[src/rtl/eng_job_sched_pkg.sv]
// Shared state encoding and default sizing for the engine job sequencer.
package eng_job_sched_pkg;

  typedef enum logic [2:0] {
    ST_IDLE  = 3'd0,
    ST_LOAD0 = 3'd1,
    ST_LOAD1 = 3'd2,
    ST_RUN   = 3'd3,
    ST_DRAIN = 3'd4,
    ST_DONE  = 3'd5
  } sched_st_t;

  localparam int K_MAX_DEF  = 128;
  localparam int K_MIN_DEF  = 2;
  localparam int M_MAX_DEF  = 128;
  localparam int M_MIN_DEF  = 2;
  localparam int KREG_W_DEF = $clog2(K_MAX_DEF);
  localparam int MREG_W_DEF = $clog2(M_MAX_DEF);

endpackage

[src/rtl/eng_job_sched_down_cnt.sv]
// Loadable down-counter; zero_nxt_o reports the value the counter takes at the next edge.
module eng_job_sched_down_cnt #(
  parameter int W = 18
) (
  input  logic         clk,
  input  logic         rst,
  input  logic         load_i,
  input  logic [W-1:0] load_val_i,
  input  logic         dec_i,
  output logic         zero_o,
  output logic         zero_nxt_o
);

  logic [W-1:0] cnt_q;
  logic [W-1:0] cnt_d;

  // Load wins over decrement so an abort can clear a counter mid-beat.
  always_comb begin
    cnt_d = cnt_q;
    if (load_i) begin
      cnt_d = load_val_i;
    end else if (dec_i) begin
      cnt_d = cnt_q - W'(1);
    end else begin
      cnt_d = cnt_q;
    end
  end

  // Counter state register.
  always_ff @(posedge clk) begin
    if (rst) begin
      cnt_q <= '0;
    end else begin
      cnt_q <= cnt_d;
    end
  end

  assign zero_o     = (cnt_q == '0);
  assign zero_nxt_o = (cnt_d == '0);

endmodule

[src/rtl/eng_job_sched.sv]
// Host-side job sequencer: loads K/M into the engine, meters start_eng beats, waits for drain.
module eng_job_sched
  import eng_job_sched_pkg::*;
#(
  parameter int K_MAX         = K_MAX_DEF,
  parameter int K_MIN         = K_MIN_DEF,
  parameter int M_MAX         = M_MAX_DEF,
  parameter int M_MIN         = M_MIN_DEF,
  parameter int PACKET_LENGTH = 2,
  parameter int NPKT_W        = 16,
  parameter int LVL_W         = 8,
  parameter int DRAIN_TIMEOUT = 1024,
  parameter int KREG_W        = $clog2(K_MAX),
  parameter int MREG_W        = $clog2(M_MAX),
  parameter int BEAT_W        = NPKT_W + $clog2(PACKET_LENGTH) + 1
) (
  input  logic              clk,
  input  logic              rst,
  input  logic              job_valid,
  output logic              job_ready,
  input  logic [KREG_W-1:0] job_k,
  input  logic [MREG_W-1:0] job_m,
  input  logic [NPKT_W-1:0] job_npkt,
  input  logic              job_abort,
  input  logic [LVL_W-1:0]  inbuff_level,
  input  logic              eng_empty,
  output logic              start_eng,
  output logic [MREG_W-1:0] MReg,
  output logic [KREG_W-1:0] KReg,
  output logic              busy,
  output logic              job_done,
  output logic              job_err
);

  localparam int TO_W = $clog2(DRAIN_TIMEOUT);

  sched_st_t         state_q, state_d;
  logic              start_eng_q, start_eng_d;
  logic [KREG_W-1:0] kreg_q, kreg_d;
  logic [MREG_W-1:0] mreg_q, mreg_d;
  logic              done_q, done_d;
  logic              err_q, err_d;
  logic              aborted_q, aborted_d;
  logic [TO_W-1:0]   to_q, to_d;

  logic              cnt_load_s;
  logic [BEAT_W-1:0] cnt_val_s;
  logic              cnt_dec_s;
  logic              cnt_zero_s;
  logic              cnt_zero_nxt_s;
  logic [LVL_W-1:0]  lvl_thr_s;
  logic              run_go_s;
  logic              desc_bad_s;
  logic [BEAT_W-1:0] job_beats_s;

  // While start_eng is high one word is already being consumed, so a level of 1 is not enough.
  assign lvl_thr_s   = start_eng_q ? LVL_W'(1) : LVL_W'(0);
  assign run_go_s    = ~cnt_zero_nxt_s & (inbuff_level > lvl_thr_s);
  assign desc_bad_s  = (job_k < KREG_W'(K_MIN)) | (job_m < MREG_W'(M_MIN)) | (job_npkt == '0);
  assign job_beats_s = BEAT_W'(job_npkt) * BEAT_W'(PACKET_LENGTH);
  assign cnt_dec_s   = (state_q == ST_RUN) & start_eng_q & ~cnt_zero_s;

  eng_job_sched_down_cnt #(.W(BEAT_W)) u_beats (
    .clk        (clk),
    .rst        (rst),
    .load_i     (cnt_load_s),
    .load_val_i (cnt_val_s),
    .dec_i      (cnt_dec_s),
    .zero_o     (cnt_zero_s),
    .zero_nxt_o (cnt_zero_nxt_s)
  );

  // Next-state and registered-output computation.
  always_comb begin
    state_d     = state_q;
    start_eng_d = 1'b0;
    kreg_d      = kreg_q;
    mreg_d      = mreg_q;
    done_d      = 1'b0;
    err_d       = 1'b0;
    aborted_d   = aborted_q;
    to_d        = to_q;
    cnt_load_s  = 1'b0;
    cnt_val_s   = '0;
    case (state_q)
      ST_IDLE: begin
        aborted_d = 1'b0;
        to_d      = '0;
        if (job_valid) begin
          if (desc_bad_s) begin
            err_d = 1'b1;
          end else begin
            kreg_d     = job_k;
            mreg_d     = job_m;
            cnt_load_s = 1'b1;
            cnt_val_s  = job_beats_s;
            state_d    = ST_LOAD0;
          end
        end else begin
          state_d = ST_IDLE;
        end
      end
      ST_LOAD0, ST_LOAD1, ST_RUN: begin
        if (job_abort) begin
          cnt_load_s = 1'b1;
          aborted_d  = 1'b1;
          to_d       = '0;
          state_d    = ST_DRAIN;
        end else if (state_q == ST_LOAD0) begin
          state_d = ST_LOAD1;
        end else begin
          start_eng_d = run_go_s;
          to_d        = '0;
          state_d     = (state_q == ST_RUN && cnt_zero_nxt_s) ? ST_DRAIN : ST_RUN;
        end
      end
      ST_DRAIN: begin
        to_d = to_q + TO_W'(1);
        // The first DRAIN cycle may still see a stale empty flag, so it is ignored.
        if ((to_q != '0) && eng_empty) begin
          done_d  = ~aborted_q;
          err_d   = aborted_q;
          state_d = ST_DONE;
        end else if (to_q == TO_W'(DRAIN_TIMEOUT - 1)) begin
          err_d   = 1'b1;
          state_d = ST_IDLE;
        end else begin
          state_d = ST_DRAIN;
        end
      end
      ST_DONE: begin
        state_d = ST_IDLE;
      end
      default: begin
        state_d = ST_IDLE;
      end
    endcase
  end

  // State and output registers.
  always_ff @(posedge clk) begin
    if (rst) begin
      state_q     <= ST_IDLE;
      start_eng_q <= 1'b0;
      kreg_q      <= '0;
      mreg_q      <= '0;
      done_q      <= 1'b0;
      err_q       <= 1'b0;
      aborted_q   <= 1'b0;
      to_q        <= '0;
    end else begin
      state_q     <= state_d;
      start_eng_q <= start_eng_d;
      kreg_q      <= kreg_d;
      mreg_q      <= mreg_d;
      done_q      <= done_d;
      err_q       <= err_d;
      aborted_q   <= aborted_d;
      to_q        <= to_d;
    end
  end

  assign job_ready = (state_q == ST_IDLE);
  assign busy      = (state_q != ST_IDLE);
  assign start_eng = start_eng_q;
  assign KReg      = kreg_q;
  assign MReg      = mreg_q;
  assign job_done  = done_q;
  assign job_err   = err_q;

endmodule

[config.mk]
export PLATFORM = sky130hd
export DESIGN_NAME = eng_job_sched
export DESIGN_NICKNAME = d
export VERILOG_FILES = /design/src/rtl/eng_job_sched_pkg.sv /design/src/rtl/eng_job_sched_down_cnt.sv /design/src/rtl/eng_job_sched.sv
export SDC_FILE = /design/constraint.sdc
export NUM_CORES = 1
export LEC_CHECK = 0
export ABC_AREA = 1
export CORE_ASPECT_RATIO = 0.8
export CORE_MARGIN = 8
export CORE_UTILIZATION = 35
export CTS_BUF_LIST = sky130_fd_sc_hd__clkbuf_16
export DETAILED_ROUTE_END_ITERATION = 12
export SLEW_MARGIN = 0
export SYNTH_ARGS = -nofsm -noshare
export SYNTH_HDL_FRONTEND = slang
export SYNTH_HIERARCHICAL = 1
export SYNTH_SLANG_ARGS = --single-unit
[constraint.sdc]
create_clock -name clk -period 2.97 [get_ports clk]
set_input_delay 0.4455 -clock clk [delete_from_list [all_inputs] [get_ports clk]]
set_output_delay 0.4455 -clock clk [all_outputs]
set_load 0.02 [all_outputs]
# [Word-level counts from Yosys, hierarchy flattened]
# Index checks and enable logic that the tools add are counted.
[word_totals] output_inout_bits=19 register_bits=49
[classes] addsub=2 eq_ne=8 n_reduce_logical=16 bitwise_logic=12 magnitude_cmp=3 mux=28
[ops] cell="17-bit two-way mux" n=3
[ops] cell="18-bit logical NOT" n=2
[ops] cell="18-bit two-way mux" n=2
[ops] cell="10-bit case mux with 3 select lines" n=1
[ops] cell="3-bit two-way mux" n=7
[ops] cell="10-bit two-way mux" n=2
[ops] cell="18-bit by 1-bit subtractor with 18-bit output (second input constant)" n=1
[ops] cell="16-bit logical NOT" n=1
[ops] cell="7-bit by 2-bit < comparator with 1-bit output (second input constant)" n=2
[ops] cell="10-bit by 1-bit adder with 10-bit output (second input constant)" n=1
[ops] cell="10-bit == test (second input constant)" n=1
[ops] cell="10-bit nonzero test" n=1
[ops] cell="1-bit two-way mux" n=9
[ops] cell="3-bit case mux with 3 select lines" n=1
[ops] cell="8-bit by 1-bit > comparator with 1-bit output" n=1
[ops] cell="1-bit NOT" n=7
[ops] cell="3-bit by 2-bit == test with 1-bit output (second input constant)" n=2
[ops] cell="3-bit inequality test (second input constant)" n=2
[ops] cell="1-bit case mux with 2 select lines" n=3
[ops] cell="3-bit nonzero test" n=2
[ops] cell="3-bit OR reduction" n=2
[ops] cell="2-bit AND reduction" n=2
[ops] cell="4-bit OR reduction" n=1
[ops] cell="1-bit bitwise AND" n=3
[ops] cell="other kinds (8)" n=10

# [Logic depth before layout (Yosys ltp)]
[depth] ltp_word=13 ltp_mapped=25 ltp_nobuf=24

# [Modules after synthesis]
# Netlist, hierarchy kept.
[modules_own_cells] module="eng_job_sched" n_inst=1 area_each_um2=1804.2 seq_area_each_um2=620.6 cells_per_inst=269
[modules_own_cells] module="eng_job_sched_down_cnt" n_inst=1 area_each_um2=1355.0 seq_area_each_um2=360.3 cells_per_inst=231

# [Worst setup path after synthesis]
# Ideal clock, no wire load.
[synth_path] path_type="reg-to-reg" start="register u_beats.cnt_q[0]" end="register state_q[2]" slack_ns=0.353 arrival_ns=2.547 path_buffers=1 setup_ns=0.070 synth_period_minus_slack_ns=2.617 path_stages_with_launch=24 path_cell_list="dfxtp_1 -> inv_1 -> ha_1 -> nand2_1 -> nor3_1 -> and3_1 -> nor3b_1 -> buf_4 -> inv_2 -> nor2_4 -> nand3_2 -> inv_2 -> nand2_1 -> nand3_1 -> nand2_1 -> nor2_1 -> nand2_1 -> nor2_2 -> nand2_1 -> nor2_2 -> inv_1 -> o21ai_1 -> nand2_1 -> a21oi_1"
[synth_via] elab_chain_cells=11 elab_cells_between_ends=12 cone_classes="add/sub: 1; mux: 6; bitwise: 2; reduce/logical: 3"
[synth_rtl] item="start: declaration" line_no="eng_job_sched_down_cnt.sv:14" source="logic [W-1:0] cnt_q;"
[synth_rtl] item="start signal: assignment" line_no="eng_job_sched_down_cnt.sv:34" source="cnt_q <= cnt_d;"
[synth_rtl] item="18-bit logical NOT" line_no="eng_job_sched_down_cnt.sv:38" source="assign zero_o = (cnt_q == '0);"
[synth_rtl] item="net cnt_zero_s" line_no="eng_job_sched.sv:49" source="logic cnt_zero_s;"
[synth_rtl] item="1-bit NOT" line_no="eng_job_sched.sv:61" source="assign cnt_dec_s = (state_q == ST_RUN) & start_eng_q & ~cnt_zero_s;"
[synth_rtl] item="1-bit bitwise AND" line_no="eng_job_sched.sv:61"
[synth_rtl] item="net cnt_dec_s" line_no="eng_job_sched.sv:48" source="logic cnt_dec_s;"
[synth_rtl] item="18-bit two-way mux" line_no="eng_job_sched_down_cnt.sv:22" source="end else if (dec_i) begin"
[synth_rtl] item="18-bit two-way mux" line_no="eng_job_sched_down_cnt.sv:20" source="if (load_i) begin"
[synth_rtl] item="18-bit logical NOT" line_no="eng_job_sched_down_cnt.sv:39" source="assign zero_nxt_o = (cnt_d == '0);"
[synth_rtl] item="net cnt_zero_nxt_s" line_no="eng_job_sched.sv:50" source="logic cnt_zero_nxt_s;"
[synth_rtl] item="1-bit logical AND" line_no="eng_job_sched.sv:114" source="state_d = (state_q == ST_RUN && cnt_zero_nxt_s) ? ST_DRAIN : ST_RUN;"
[synth_rtl] item="3-bit two-way mux" line_no="eng_job_sched.sv:114"
[synth_rtl] item="3-bit two-way mux" line_no="eng_job_sched.sv:109" source="end else if (state_q == ST_LOAD0) begin"
[synth_rtl] item="3-bit two-way mux" line_no="eng_job_sched.sv:104" source="if (job_abort) begin"
[synth_rtl] item="3-bit case mux with 3 select lines" line_no="eng_job_sched.sv:85" source="case (state_q)"
[synth_rtl] item="end signal: assignment" line_no="eng_job_sched.sv:152" source="state_q <= state_d;"
[synth_rtl] item="end: declaration" line_no="eng_job_sched.sv:37" source="sched_st_t state_q, state_d;"
# The timed path passes the listed nets, and every way through them passes these cells.
# A chain may end at the register's enable or synchronous reset.

# [Final worst setup path]
[layout_path] start="register u_beats.cnt_q[1]" end="register state_q[2]"
# Same word-level chain as after synthesis.

==> results_tabular.tex <==
\begin{tabular}{lr}
\hline
Metric & Value \\
\hline
\multicolumn{2}{l}{\textbf{Run status}} \\
Status & finished, final reports clean \\
\multicolumn{2}{l}{\textbf{Clocking}} \\
Clock latency of the later-clocked register in the worst-skew pair & between 0.2 and 0.3 ns \\
Deepest clock path buffer count & 2 \\
Total number of H-tree levels & 2 \\
Clk slew on worst S/H paths & 0.07 ns \\
TritonCTS clock tree & done \\
Clock root buffer & sky130\_fd\_sc\_hd\_\_clkbuf\_16 \\
Count of clock tree sinks & approximately 50 \\
Total CTS buffers & 5 \\
\multicolumn{2}{l}{\textbf{Detailed routing}} \\
Via count & about 3,300 \\
Average vias per placed instance & roughly 4.7 \\
DRC errors left & 0 \\
Final Routed Wirelength & roughly 9.0 mm \\
DR WL/cell & roughly 13 um \\
Starting DRC count in detailed routing & around 160 \\
DRT Pass-1 Iters & 4 \\
Antenna Violating Nets Remaining & 0 \\
\multicolumn{2}{l}{\textbf{Synthesis}} \\
Sequential area share after synthesis & 0.310 \\
Post-Synthesis Mean Instance Area & 6.32 um\^{}2 \\
Synth async-reset ratio & 0 \\
Count of mapped cells out of synthesis & 500 \\
Synthesis-stage register bit count & slightly below 50 \\
Number of warnings issued by yosys & 6 \\
Primary FF master, synth & sky130\_fd\_sc\_hd\_\_dfxtp\_1 \\
Distinct cell type count after synthesis & 39 \\
Number of synthesized flops with an enable pin & 0 \\
Netlist Area Pre-Place & 3160 um\^{}2 \\
Biggest area contributors in the synthesized netlist & sky130\_fd\_sc\_hd\_\_dfxtp\_1, sky130\_fd\_sc\_hd\_\_nand2\_1, sky130\_fd\_sc\_hd\_\_nor2\_1 \\
Top-area cell type share of the netlist area & 0.310 \\
Most area-hungry cell type in the Yosys netlist & sky130\_fd\_sc\_hd\_\_dfxtp\_1 \\
\multicolumn{2}{l}{\textbf{Global route}} \\
Vias in the first global route & $\sim$3,100 \\
Largest net degree at the start of global routing & between 40 and 50 \\
Tot GR Track Use & 0.147 \\
First-pass GRT wire length & approximately 15 mm \\
Initial antenna violation count & 0 \\
Grt total ovfl & 0 \\
\multicolumn{2}{l}{\textbf{Setup path}} \\
FF-to-FF Start & u\_beats/cnt\_q[1]\$\_SDFF\_PP0\_ \\
Maximum fanout along the worst path & 7 \\
Kind of end point of the critical path & flop \\
Worst R2R End & state\_q[2]\$\_SDFFE\_PP0P\_ \\
Critical path arrival & about 3.0 ns \\
Worst reg-to-reg path cell count & 22 \\
Worst setup path class & flop to flop \\
Reg2Reg Setup Slack & 0.20 ns \\
Worst Setup Start Kind & flop \\
WP data required & around 3.2 ns \\
\multicolumn{2}{l}{\textbf{Floorplan}} \\
Chip Height & 101 um \\
Num ports & 62 \\
Row cnt & 31 \\
Die Span X & 122 um \\
Area of the die & 12,300 um\^{}2 \\
Core Area & about 8900 um\^{}2 \\
Initial core utilization & 0.354 \\
\multicolumn{2}{l}{\textbf{Layout}} \\
Filler cells & 901 \\
Share of final-layout standard cells stronger than drive strength 1 & 0.186 \\
Share of the core filled with cells & 0.485 \\
Number of standard cells in the final layout excluding fillers & between 700 and 800 \\
Diode insertion count for antenna repair & 0 \\
Combined flip-flop and latch cell area & between 900 and 1000 um\^{}2 \\
Growth of design area from synthesis to finish & 37.0\% \\
Area occupied by multi-input gates & between 1500 and 2000 um\^{}2 \\
Total Nets Final & 637 \\
\multicolumn{2}{l}{\textbf{Pwr}} \\
Power spent charging and discharging nets & roughly 620 uW \\
Leak Pwr & 1.91 nW \\
IR drop worst, VDD & between 0.0002 and 0.0003 V \\
Switching Fraction & 0.326 \\
Clock group share of total power & 0.288 \\
Share of total power in combinational logic & 0.323 \\
Internal power consumption & between 1 and 1.5 mW \\
Areal power density over the cells & 441 nW/um\^{}2 \\
Sequential power share & 0.389 \\
\multicolumn{2}{l}{\textbf{Placed design}} \\
Post-detail-place hpwl & between 7 and 8 mm \\
Post-Place Cells & between 600 and 700 \\
Port bufs & between 60 and 70 \\
RD Place Congestion & a little over 0.9 \\
\multicolumn{2}{l}{\textbf{Hold path}} \\
Class of the most critical hold timing path & flop to flop \\
End point of the most critical hold path & KReg[0]\$\_SDFFE\_PP0P\_ \\
Hold Path Origin & KReg[0]\$\_SDFFE\_PP0P\_ \\
Worst Hold Depth & 2 \\
\multicolumn{2}{l}{\textbf{STA}} \\
RSZ-0062 raised after global routing & yes \\
Achievable frequency & 361 MHz \\
Final critical-path required period & 2.77 ns \\
Clock tree skew after final layout & 0.00413 ns \\
Final clock period utilization by the worst path & 0.933 \\
Number of setup violations in the final report & 0 \\
Max Slew Vio Count & 0 \\
Endpoints failing hold & 0 \\
\multicolumn{2}{l}{\textbf{Job}} \\
Max-cap check violation count & 0 \\
\hline
\end{tabular}
## routing by layer
| layer | share of wire | GRT usage | vias to the layer above |
|---|---|---|---|
| met5 | 0 | 0 | - |
| met4 | 0.0068 | 0.0299 | 0 |
| li1 | - | - | 1764 |
| met2 | 0.44 | 0.231 | 61 |
| met3 | 0.060 | 0.0437 | 4 |
| met1 | 0.49 | 0.195 | 1467 |
## stage by stage
stage	hold WS [ns]	power, mW	setup TNS [ns]	worst slack (ns)	cell area, um^2
floorplan	0.423	1.09	0	0.353	3160
global placement	0.447	1.33	0	0.00791	4050
detailed placement	0.452	1.33	-0.0846	-0.0793	4050
CTS	0.466	1.89	0	0.00361	4200
global route	0.479	2.03	-0.107	-0.0688	4330
finish	0.465	1.91	0	0.200	4330
## power by group through the flow
stage | sequential (mW) | combinational [mW] | clock (mW)
final | 0.742 | 0.616 | 0.549
after global routing | 0.748 | 0.684 | 0.597
after floorplan | 0.763 | 0.329 | 0
after global placement | 0.751 | 0.575 | 0
after CTS | 0.738 | 0.582 | 0.566
after detailed placement | 0.753 | 0.578 | 0
## synthesized netlist by cell type, types with 2 or more instances
cell type                  instances
sky130_fd_sc_hd__nor2_2            6
sky130_fd_sc_hd__nor3_1            7
sky130_fd_sc_hd__clkbuf_1          5
sky130_fd_sc_hd__nand4_1          20
sky130_fd_sc_hd__a21oi_1          31
sky130_fd_sc_hd__inv_2             7
sky130_fd_sc_hd__dfxtp_1          49
sky130_fd_sc_hd__buf_2             2
sky130_fd_sc_hd__nand3_2           3
sky130_fd_sc_hd__buf_4             3
sky130_fd_sc_hd__buf_6             5
sky130_fd_sc_hd__nor4_1            2
sky130_fd_sc_hd__nor3b_1           2
sky130_fd_sc_hd__nand3_4           2
sky130_fd_sc_hd__nor2_1           83
sky130_fd_sc_hd__nor2_4            6
sky130_fd_sc_hd__nand2_2           2
sky130_fd_sc_hd__nand3_1          36
sky130_fd_sc_hd__nand2_1         128
sky130_fd_sc_hd__nor2_8            2
sky130_fd_sc_hd__inv_1            62
sky130_fd_sc_hd__ha_1              4
sky130_fd_sc_hd__o21ai_0           7
sky130_fd_sc_hd__or2_2             8
sky130_fd_sc_hd__o21ai_1           4
## cells in the final DEF (no fill, tap or decap), types with 6 or more instances in the layout
cell                              instances
sky130_fd_sc_hd__inv_2                    9
sky130_fd_sc_hd__nor2_4                   7
sky130_fd_sc_hd__inv_1                   60
sky130_fd_sc_hd__a21oi_1                 30
sky130_fd_sc_hd__clkdlybuf4s50_1         61
sky130_fd_sc_hd__nand3_1                 33
sky130_fd_sc_hd__dfxtp_1                 44
sky130_fd_sc_hd__nor3_1                   6
sky130_fd_sc_hd__o21ai_0                  7
sky130_fd_sc_hd__buf_4                   35
sky130_fd_sc_hd__nand2_1                123
sky130_fd_sc_hd__nand2_2                  6
sky130_fd_sc_hd__or2_2                    8
sky130_fd_sc_hd__nor2_1                  76
sky130_fd_sc_hd__nor2_2                  12
sky130_fd_sc_hd__nand4_1                 20
## state kept, by name (all words and copies together) (netlist names)
register	flops
u_beats/cnt_q	18
job_err	1
to_q	10
KReg	7
job_done	1
start_eng	1
state_q	3
MReg	7
aborted_q	1
## critical path, cell delays in order (launching register included)
cell and delay [ns]:
sky130_fd_sc_hd__dfxtp_2 0.36, sky130_fd_sc_hd__inv_2 0.06, sky130_fd_sc_hd__ha_4 0.17, sky130_fd_sc_hd__nand2_4 0.06
sky130_fd_sc_hd__nor3_2 0.04, sky130_fd_sc_hd__and3_1 0.20, sky130_fd_sc_hd__nor3b_2 0.15, sky130_fd_sc_hd__buf_4 0.16
sky130_fd_sc_hd__buf_6 0.10, sky130_fd_sc_hd__nand3_4 0.12, sky130_fd_sc_hd__nor2_8 0.20, sky130_fd_sc_hd__nand2_2 0.07
sky130_fd_sc_hd__nand3_2 0.07, sky130_fd_sc_hd__nand2_1 0.05, sky130_fd_sc_hd__nor2_1 0.09, sky130_fd_sc_hd__nand2_1 0.08
sky130_fd_sc_hd__nor2_2 0.11, sky130_fd_sc_hd__nand2_1 0.07, sky130_fd_sc_hd__nor2_2 0.14, sky130_fd_sc_hd__inv_2 0.06
sky130_fd_sc_hd__o21ai_2 0.15, sky130_fd_sc_hd__nand2_1 0.08, sky130_fd_sc_hd__a21oi_2 0.12
## worst max-delay path by stage
stage                                      from                       to  slack, ns  cells after the start
floorplan           u_beats/cnt_q[0]$_SDFF_PP0_  state_q[2]$_SDFFE_PP0P_       0.35                     23
global placement                       job_m[1]  state_q[2]$_SDFFE_PP0P_      0.008                     19
detailed placement                     job_m[1]  state_q[2]$_SDFFE_PP0P_      -0.08                     19
CTS                 u_beats/cnt_q[0]$_SDFF_PP0_  state_q[2]$_SDFFE_PP0P_      0.004                     23
global route        u_beats/cnt_q[1]$_SDFF_PP0_  state_q[0]$_SDFFE_PP0P_      -0.07                     23
finish              u_beats/cnt_q[1]$_SDFF_PP0_  state_q[2]$_SDFFE_PP0P_       0.20                     22
## kinds of logic after synthesis
kind of cell | count (synthesis) | synth area share
other | 1 | 0.00119
buffers and inverters | 85 | 0.121
XOR/XNOR | 2 | 0.00555
adder cells (fa/ha/maj) | 4 | 0.0158
AO/OA/AOI/OAI | 48 | 0.0820
AND/OR/NAND/NOR | 311 | 0.464
flip-flops | 49 | 0.310
## repair_timing
| item | CTS | global route |
|---|---|---|
| buffers inserted | 1 | 4 |
| endpoints found under the setup margin | 1 | 4 |
| pin swaps | 0 | 20 |
| gates resized for setup | 2 | 32 |
| hold buffers | 0 | 0 |
## cell type report
cell class | count | share of cell area
clock inverters | 2 | 0.00289
inverters | 69 | 0.0604
well taps | 115 | 0.0332
repair buffers | 98 | 0.209
clock buffers | 5 | 0.0289
multi-input cells | 367 | 0.437
flip-flops and latches | 49 | 0.228
No activity file was read; power rests on OpenSTA's default activity.
